<file path="src/rtl/switch_bounce_emulator_pkg.sv">
// Shared types for the switch bounce emulator: FSM states and the 16-bit Galois LFSR.
// Pure package, no latency or backpressure of its own.
package switch_bounce_emulator_pkg;

  typedef enum logic [1:0] {IDLE, BOUNCE, SETTLE, DONE} state_t;

  localparam int unsigned       LFSR_W    = 16;
  // x^16 + x^14 + x^13 + x^11, right-shifting Galois form
  localparam logic [LFSR_W-1:0] LFSR_TAPS = 16'hB400;

  function automatic logic [LFSR_W-1:0] lfsr_next(input logic [LFSR_W-1:0] s);
    lfsr_next = s[0] ? ((s >> 1) ^ LFSR_TAPS) : (s >> 1);
  endfunction

endpackage

</file>
<file path="src/rtl/lfsr16.sv">
// Free-running 16-bit Galois LFSR, loads SEED under synchronous active-low reset.
// Advances once per clock; no backpressure.
module lfsr16
  import switch_bounce_emulator_pkg::*;
#(
  parameter logic [LFSR_W-1:0] SEED = 16'hACE1
) (
  input  logic              i_clk,
  input  logic              i_rst_n,
  output logic [LFSR_W-1:0] o_state
);

  always_ff @(posedge i_clk) begin
    if (!i_rst_n) begin
      o_state <= SEED;
    end else begin
      o_state <= lfsr_next(o_state);
    end
  end

endmodule

</file>
<file path="src/rtl/switch_bounce_emulator.sv">
// Mechanical switch emulator: first edge 1 cycle after accept, then LFSR-timed bounces and a settle hold.
// Requests are taken only when o_ready (IDLE); requests at other times are dropped, not queued.
module switch_bounce_emulator
  import switch_bounce_emulator_pkg::*;
#(
  parameter int unsigned       BOUNCE_COUNT  = 6,
  parameter int unsigned       MIN_GAP       = 64,
  parameter int unsigned       GAP_BITS      = 8,
  parameter int unsigned       SETTLE_CYCLES = 1000,
  parameter logic [LFSR_W-1:0] LFSR_SEED     = 16'hACE1
) (
  input  logic i_clk,
  input  logic i_rst_n,
  input  logic i_req,
  input  logic i_target,
  output logic o_ready,
  output logic o_bouncy_switch,
  output logic o_busy,
  output logic o_done
);

  localparam int unsigned GAP_W  = $clog2(MIN_GAP + (1 << GAP_BITS));
  localparam int unsigned SET_W  = $clog2(SETTLE_CYCLES + 1);
  localparam int unsigned EDGE_W = (BOUNCE_COUNT == 0) ? 1 : $clog2(2 * BOUNCE_COUNT + 1);

  logic [LFSR_W-1:0] lfsr_q;
  logic              unused_lfsr;
  state_t            state_q, state_d;
  logic              level_q;
  logic [GAP_W-1:0]  gap_q, gap_load;
  logic [EDGE_W-1:0] edges_q;
  logic [SET_W-1:0]  settle_q;
  logic              accept, bounce_edge, last_edge, settle_end;

  lfsr16 #(.SEED(LFSR_SEED)) u_lfsr (
    .i_clk   (i_clk),
    .i_rst_n (i_rst_n),
    .o_state (lfsr_q)
  );

  // only the low GAP_BITS feed the gap; the rest of the state is just the sequence
  assign unused_lfsr = ^lfsr_q;
  assign gap_load    = GAP_W'(MIN_GAP) + GAP_W'(lfsr_q[GAP_BITS-1:0]);

  assign accept      = i_req && (state_q == IDLE);
  assign bounce_edge = (state_q == BOUNCE) && (gap_q == GAP_W'(1));
  assign last_edge   = bounce_edge && (edges_q == EDGE_W'(1));
  assign settle_end  = (state_q == SETTLE) && (settle_q == SET_W'(1));

  always_ff @(posedge i_clk) begin
    if (!i_rst_n) begin
      state_q <= IDLE;
    end else begin
      state_q <= state_d;
    end
  end

  always_comb begin
    state_d = state_q;
    case (state_q)
      IDLE: begin
        if (accept) begin
          // a same-level request skips straight to the settle hold
          if ((i_target != level_q) && (BOUNCE_COUNT != 0)) state_d = BOUNCE;
          else                                                state_d = SETTLE;
        end
      end
      BOUNCE:  if (last_edge)  state_d = SETTLE;
      SETTLE:  if (settle_end) state_d = DONE;
      DONE:    state_d = IDLE;
      default: state_d = IDLE;
    endcase
  end

  always_comb begin
    o_ready = 1'b0;
    o_busy  = 1'b0;
    o_done  = 1'b0;
    case (state_q)
      IDLE:    o_ready = 1'b1;
      BOUNCE:  o_busy  = 1'b1;
      SETTLE:  o_busy  = 1'b1;
      DONE:    o_done  = 1'b1;
      default: o_ready = 1'b0;
    endcase
  end

  // every output edge reloads the gap and the settle window, so whichever edge is last arms SETTLE
  always_ff @(posedge i_clk) begin
    if (!i_rst_n) begin
      level_q  <= 1'b0;
      gap_q    <= '0;
      edges_q  <= '0;
      settle_q <= '0;
    end else if (accept) begin
      level_q  <= i_target;
      gap_q    <= gap_load;
      edges_q  <= EDGE_W'(2 * BOUNCE_COUNT);
      settle_q <= SET_W'(SETTLE_CYCLES);
    end else if (bounce_edge) begin
      level_q  <= ~level_q;
      gap_q    <= gap_load;
      edges_q  <= edges_q - EDGE_W'(1);
      settle_q <= SET_W'(SETTLE_CYCLES);
    end else if (state_q == BOUNCE) begin
      if (gap_q != '0) gap_q <= gap_q - GAP_W'(1);
    end else if (state_q == SETTLE) begin
      if (settle_q != '0) settle_q <= settle_q - SET_W'(1);
    end
  end

  assign o_bouncy_switch = level_q;

endmodule

</file>
<file path="config.mk">
export PLATFORM = sky130hd
export DESIGN_NAME = switch_bounce_emulator
export DESIGN_NICKNAME = d
export VERILOG_FILES = /design/src/rtl/switch_bounce_emulator_pkg.sv /design/src/rtl/lfsr16.sv /design/src/rtl/switch_bounce_emulator.sv
export SDC_FILE = /design/constraint.sdc
export NUM_CORES = 1
export LEC_CHECK = 0
export CAP_MARGIN = 20
export CORE_UTILIZATION = 45
export DETAILED_ROUTE_END_ITERATION = 8
export SLEW_MARGIN = 15
export SYNTH_ARGS = -nofsm -noshare
export SYNTH_HDL_FRONTEND = slang
export SYNTH_SLANG_ARGS = --single-unit
</file>
<file path="constraint.sdc">
create_clock -name i_clk -period 3.1 [get_ports i_clk]
set_input_delay 0.62 -clock i_clk [delete_from_list [all_inputs] [get_ports i_clk]]
set_output_delay 0.62 -clock i_clk [all_outputs]
set_load 0.02 [all_outputs]
</file>
# After elaboration in Yosys (flattened, before gate mapping)
# Cells that the tools add are included.
dict set report classes {
  n_addsub 4
  n_eq_ne 11
  n_mux 22
  bitwise 4
  n_reduce_logical 19
}
# cell count
set ops {}
lappend ops {{two-way mux 10 bit} 5}
lappend ops {{two-way mux 9 bit} 4}
lappend ops {{two-way mux 16 bit} 1}
lappend ops {{nonzero test 3 bit} 4}
lappend ops {{== test 10 x 1 -> 1 bit (second input constant)} 1}
lappend ops {{nonzero test 10 bit} 1}
lappend ops {{subtractor 10 x 1 -> 10 bit (second input constant)} 1}
lappend ops {{adder 7 x 8 -> 9 bit (first input constant)} 1}
lappend ops {{== test 9 x 1 -> 1 bit (second input constant)} 1}
lappend ops {{AND reduction 3 bit} 3}
lappend ops {{nonzero test 9 bit} 1}
lappend ops {{subtractor 9 x 1 -> 9 bit (second input constant)} 1}
lappend ops {{two-way mux 2 bit} 4}
lappend ops {{two-way mux 4 bit} 2}
lappend ops {{case mux 2 bit (4 select lines)} 1}
lappend ops {{!= test 2 bit (second input constant)} 3}
lappend ops {{two-way mux 1 bit} 5}
lappend ops {{== test 2 bit (second input constant)} 2}
lappend ops {{== test 4 x 1 -> 1 bit (second input constant)} 1}
lappend ops {{logical AND 1 bit} 4}
lappend ops {{inverter 3 -> 4 bit} 1}
lappend ops {{OR reduction 2 bit} 2}
lappend ops {{subtractor 4 x 1 -> 4 bit (second input constant)} 1}
lappend ops {{!= test 3 bit (second input constant)} 1}
lappend ops {{other kinds (7)} 9}
dict set report totals {
  ff_bits 42
  in_bits 4
  output_inout_bits 4
  word_cells 68
}

# Longest topological paths before layout
dict set report depth {
  ltp_word 6
  mapped_depth 7
  mapped_depth_nobuf 6
}

# Cells and area by module
# From an unflattened synthesis, not the netlist that was laid out.
dict set report unflattened {
  hier_cells 218
  hier_area_um2 2050.7
}
# mod instances cells_each area_each_um2 seq_area_each_um2
set by_module_without_submodules {}
lappend by_module_without_submodules {switch_bounce_emulator 1 182 1597.8 520.5}
lappend by_module_without_submodules {lfsr16 1 36 452.9 320.3}

# Least setup slack after synthesis
# OpenSTA, ideal clock, no wires.
dict set report synth_path {
  path_type {register to register}
  start {register gap_q[4]}
  end {register gap_q[7]}
  setup_ps 114
  t_arrival_ps 1709
  t_required_ps 2986
  setup_slack_ps 1276
  path_stages_with_launch 6
  n_path_buf 1
  period_less_slack_ps 1824
  path_cell_list {dfxtp_1 -> or4_1 -> buf_2 -> o311a_1 -> a32oi_1 -> a21bo_1}
}
dict set report synth_via {
  elab_chain_len 5
  elab_cells_between_ends 11
  cone_classes {1 x add/sub; 1 x eq/ne; 4 x mux; 5 x reduce/logical}
}
# item line_no
set synth_lines {}
lappend synth_lines {{start: declaration} switch_bounce_emulator.sv:30} ;# logic [GAP_W-1:0] gap_q, gap_load;
lappend synth_lines {{start signal: assignment} switch_bounce_emulator.sv:97} ;# gap_q <= gap_load;
lappend synth_lines {{start signal: assignment} switch_bounce_emulator.sv:102} ;# gap_q <= gap_load;
lappend synth_lines {{start signal: assignment} switch_bounce_emulator.sv:106} ;# if (gap_q != '0) gap_q <= gap_q - GAP_W'(1);
lappend synth_lines {{subtractor 9 x 1 -> 9 bit} switch_bounce_emulator.sv:106}
lappend synth_lines {{two-way mux 9 bit} switch_bounce_emulator.sv:106}
lappend synth_lines {{two-way mux 9 bit} switch_bounce_emulator.sv:105} ;# end else if (state_q == BOUNCE) begin
lappend synth_lines {{two-way mux 9 bit} switch_bounce_emulator.sv:100} ;# end else if (bounce_edge) begin
lappend synth_lines {{two-way mux 9 bit} switch_bounce_emulator.sv:95} ;# end else if (accept) begin
# Parallel ways exist; a longest one is shown, timed or not. The select of a mux whose other input is x is not followed.
# A chain may end at the register's enable or synchronous reset.

# Worst setup path in the final report
dict set report layout_path {
  start {register state_q[0]}
  end {output port o_busy}
}
dict set report layout_via {
  elab_chain_len 3
  elab_cells_between_ends 4
  cone_classes {2 x eq/ne; 1 x mux; 1 x reduce/logical}
}
# item line_no
set layout_lines {}
lappend layout_lines {{start: declaration} switch_bounce_emulator.sv:28} ;# state_t state_q, state_d;
lappend layout_lines {{start signal: assignment} switch_bounce_emulator.sv:54} ;# state_q <= state_d;
lappend layout_lines {{== test 2 x 1 -> 1 bit or == test 2 bit (tied branches)} switch_bounce_emulator.sv:79} ;# case (state_q)
lappend layout_lines {{OR reduction 2 bit (no source line) (*)} -}
lappend layout_lines {{two-way mux 1 bit (*)} switch_bounce_emulator.sv:79}
lappend layout_lines {{end: declaration} switch_bounce_emulator.sv:18} ;# output logic o_busy,
# Mark *: on every way between the ends. The rest lies on a longest branch, timed or not.

==> impl_metrics.ini <==
[outcome]
status = finished clean

[final_layout]
seqCellArea_sq_um = 841
final_util_pct = 52.7
fillCellCount = 422
nNetsFinal = 264
design_area_sq_um = 2360
antenna_cells = 0
multi_input_area_sq_um = 1180
drive_gt1_share_pct = 8.06
area_growth_pct = 10.2

[yosys]
synth_seq_cells = 42
synth-async-reset-ratio_pct = 0
yosysUniqueCellTypes = 53
yosys.area.top_type = dfxtp_1
ys_seq_area_share_pct = 39.3
synth-edff-count = 0
syn-num-nets = 255
yosysMostFrequentCell = dfxtp_1
ys_top_cells_by_area = dfxtp_1 39%, ha_1 7.6%, a21oi_1 4.0%, xnor2_1 3.3%, inv_1 3.2%
synth_top_area_share_pct = 39.3
synth_ff_type = dfxtp_1
syn_area_sq_um = 2140
synth_commonest_cells = 42 x dfxtp_1, 18 x inv_1, 18 x nor2_1
syn_avg_cell_area_sq_um = 8.99
synthCells = 238
ys_warn_count = 0

[global_route]
grt_pass1_vias = 1617
antenna_found_initial = 0
grtUsageTotal_pct = 19.9
grt_start_max_net_pins = 22
grt_pass1_wl_microns = 7810
grt.overflow.total = 0

[cts]
cts_hold_buf = 0
htreeDepth = 2
cts_buffers = 5
clk_latency_ns = 0.29
post-cts-setup-buffers = 0
clock_sink_count = 42
cts_buffer_depth = 2
cts_resized = 0
clkSlewWorstSetupHoldPaths_ns = 0.08
cts_tree = done
clockRootBuffer = clkbuf_8

[critical_path]
slowest_delay_ns = 0.61
cp.required_ns = 2.48
critPathLaunchType = flop
slowest_stage = clkdlybuf4s50_1
r2r_slack_ns = 0.90
critPathCaptureType = output port
arrival_ns = 1.71
rr_worst_depth = 6
path_class = reg -> out
path_cells = inv_1 > ha_1 > clkdlybuf4s50_1
critPathTopFamily = buffers and inverters
reg2reg_to = settle_q[5]$_SDFFE_PN0P_
r2r-start = state_q[1]$_SDFFE_PN0P_
worstPathMaxFanout = 4
worst-path-buf-inv = 2

[placement]
dp_hpwl_microns = 3190
gp_congestion = 0.915
placed_area_sq_um = 2270
port-buffer-count = 7

[floorplanning]
die_h_microns = 71.0
core_sq_um = 4470
die_area_sq_um = 5030
start_util_pct = 47.8
die_w_microns = 71.0
row_count = 24
ios = 8

[route]
drt_iter0_markers = 150
wl_per_cell_microns = 14.8
drc = 0
ant_nets = 0
wl_microns = 4450
dr.pass1.iters = 4
routed_via_density = 5.66
vias = 1698

[sta]
worst_pin_slew_ns = 0.678
rsz0062_at_grt = false
final-max-slew-violation-count = 0
setup_viol = 0
min_period_ns = 2.33
hold_viol_final = 0
skew_ns = 0.00522
finalSetupTns_ns = 0
slew_headroom_pct = 54.5
fin_crit_sh_pct = 75.2
max_freq_ghz = 0.429

[pwr]
powerDensity_nw_per_um2 = 919
total_leakage_power_nw = 0.903
ir_worst_vdd_mv = 0.425

[worst_hold_path]
holdPathEnd = u_lfsr.o_state[11]$_SDFF_PN1_
worstHoldPathCells = 1
worstHoldPathType = reg -> reg
hp-start = u_lfsr.o_state[12]$_SDFF_PN0_

[flow_run]
max-cap-violations = 0
[where the power goes]
part,switching (mW),internal [mW],total [mW]
combinational,0.609,0.427,1.04
sequential,0.123,0.649,0.772
clock,0.199,0.161,0.360
total,0.930,1.24,2.17
[through the flow]
| step | cells | power [mW] | setup WS [ns] | hold WS [ns] |
|---|---|---|---|---|
| after floorplan | 238 | 1.55 | 1.28 | 0.386 |
| after global placement | 292 | 1.80 | 0.910 | 0.392 |
| after detailed placement | 292 | 1.80 | 0.866 | 0.402 |
| after CTS | 300 | 2.17 | 0.758 | 0.425 |
| after global routing | 300 | 2.34 | 0.698 | 0.437 |
| final | 300 | 2.17 | 0.768 | 0.420 |
[how the worst max path moves through the flow]
| stage | from | cells after the start | end | slack, ns |
|---|---|---|---|---|
| floorplan | gap_q[4]$_SDFFE_PN0P_ | 5 | gap_q[7]$_SDFFE_PN0P_ | 1.28 |
| global placement | i_req | 5 | settle_q[2]$_SDFFE_PP0P_ | 0.91 |
| detailed placement | i_req | 5 | settle_q[2]$_SDFFE_PP0P_ | 0.87 |
| CTS | state_q[0]$_SDFFE_PN0P_ | 3 | o_busy | 0.76 |
| global route | state_q[1]$_SDFFE_PN0P_ | 6 | settle_q[5]$_SDFFE_PN0P_ | 0.70 |
| finish | state_q[0]$_SDFFE_PN0P_ | 3 | o_busy | 0.77 |
[cell usage in the layout, fill, tap and decap left out, types with 5 or more instances in the layout]
| master | n |
|---|---|
| inv_1 | 18 |
| clkbuf_8 | 5 |
| nand2_1 | 14 |
| dfxtp_1 | 42 |
| clkdlybuf4s50_1 | 7 |
| a31oi_1 | 5 |
| nand2b_1 | 5 |
| ha_1 | 13 |
| and2_1 | 8 |
| nor3_1 | 5 |
| xnor2_1 | 8 |
| nor2_1 | 18 |
| a21oi_1 | 17 |
| nand4_1 | 5 |
| buf_4 | 5 |
[cell type report]
type | count | share of cell area (%)
Clock buffer | 5 | 2.92
Multi-Input combinational cell | 168 | 50.2
Clock inverter | 3 | 1.01
Timing Repair Buffer | 12 | 4.56
Tap cell | 52 | 2.76
Inverter | 18 | 2.86
Sequential cell | 42 | 35.6
[kinds of logic (layout without fill, tap and decap cells)]
group,count (synthesis),after routing,synth area share [%]
AND/OR/NAND/NOR,78,78,19.5
buffers and inverters,28,38,5.32
XOR/XNOR,12,12,4.91
multiplexers,5,5,2.46
flip-flops,42,42,39.3
AO/OA/AOI/OAI,60,60,20.9
adder cells (fa/ha/maj),13,13,7.60
[sequential cells by signal, summed over array words and instances (netlist names)]
name             cells
u_lfsr.o_state      16
edges_q              4
state_q              2
o_bouncy_switch      1
gap_q                9
settle_q            10
[per-layer routing]
layer	track usage [%]	part of all wire, %	vias to the layer above
met5	0	0	-
met4	6.22	1.7	0
met3	3.99	1.9	8
met2	30.2	45	16
met1	28.5	51	803
li1	-	-	871
No activity file was read; power rests on OpenSTA's default activity.
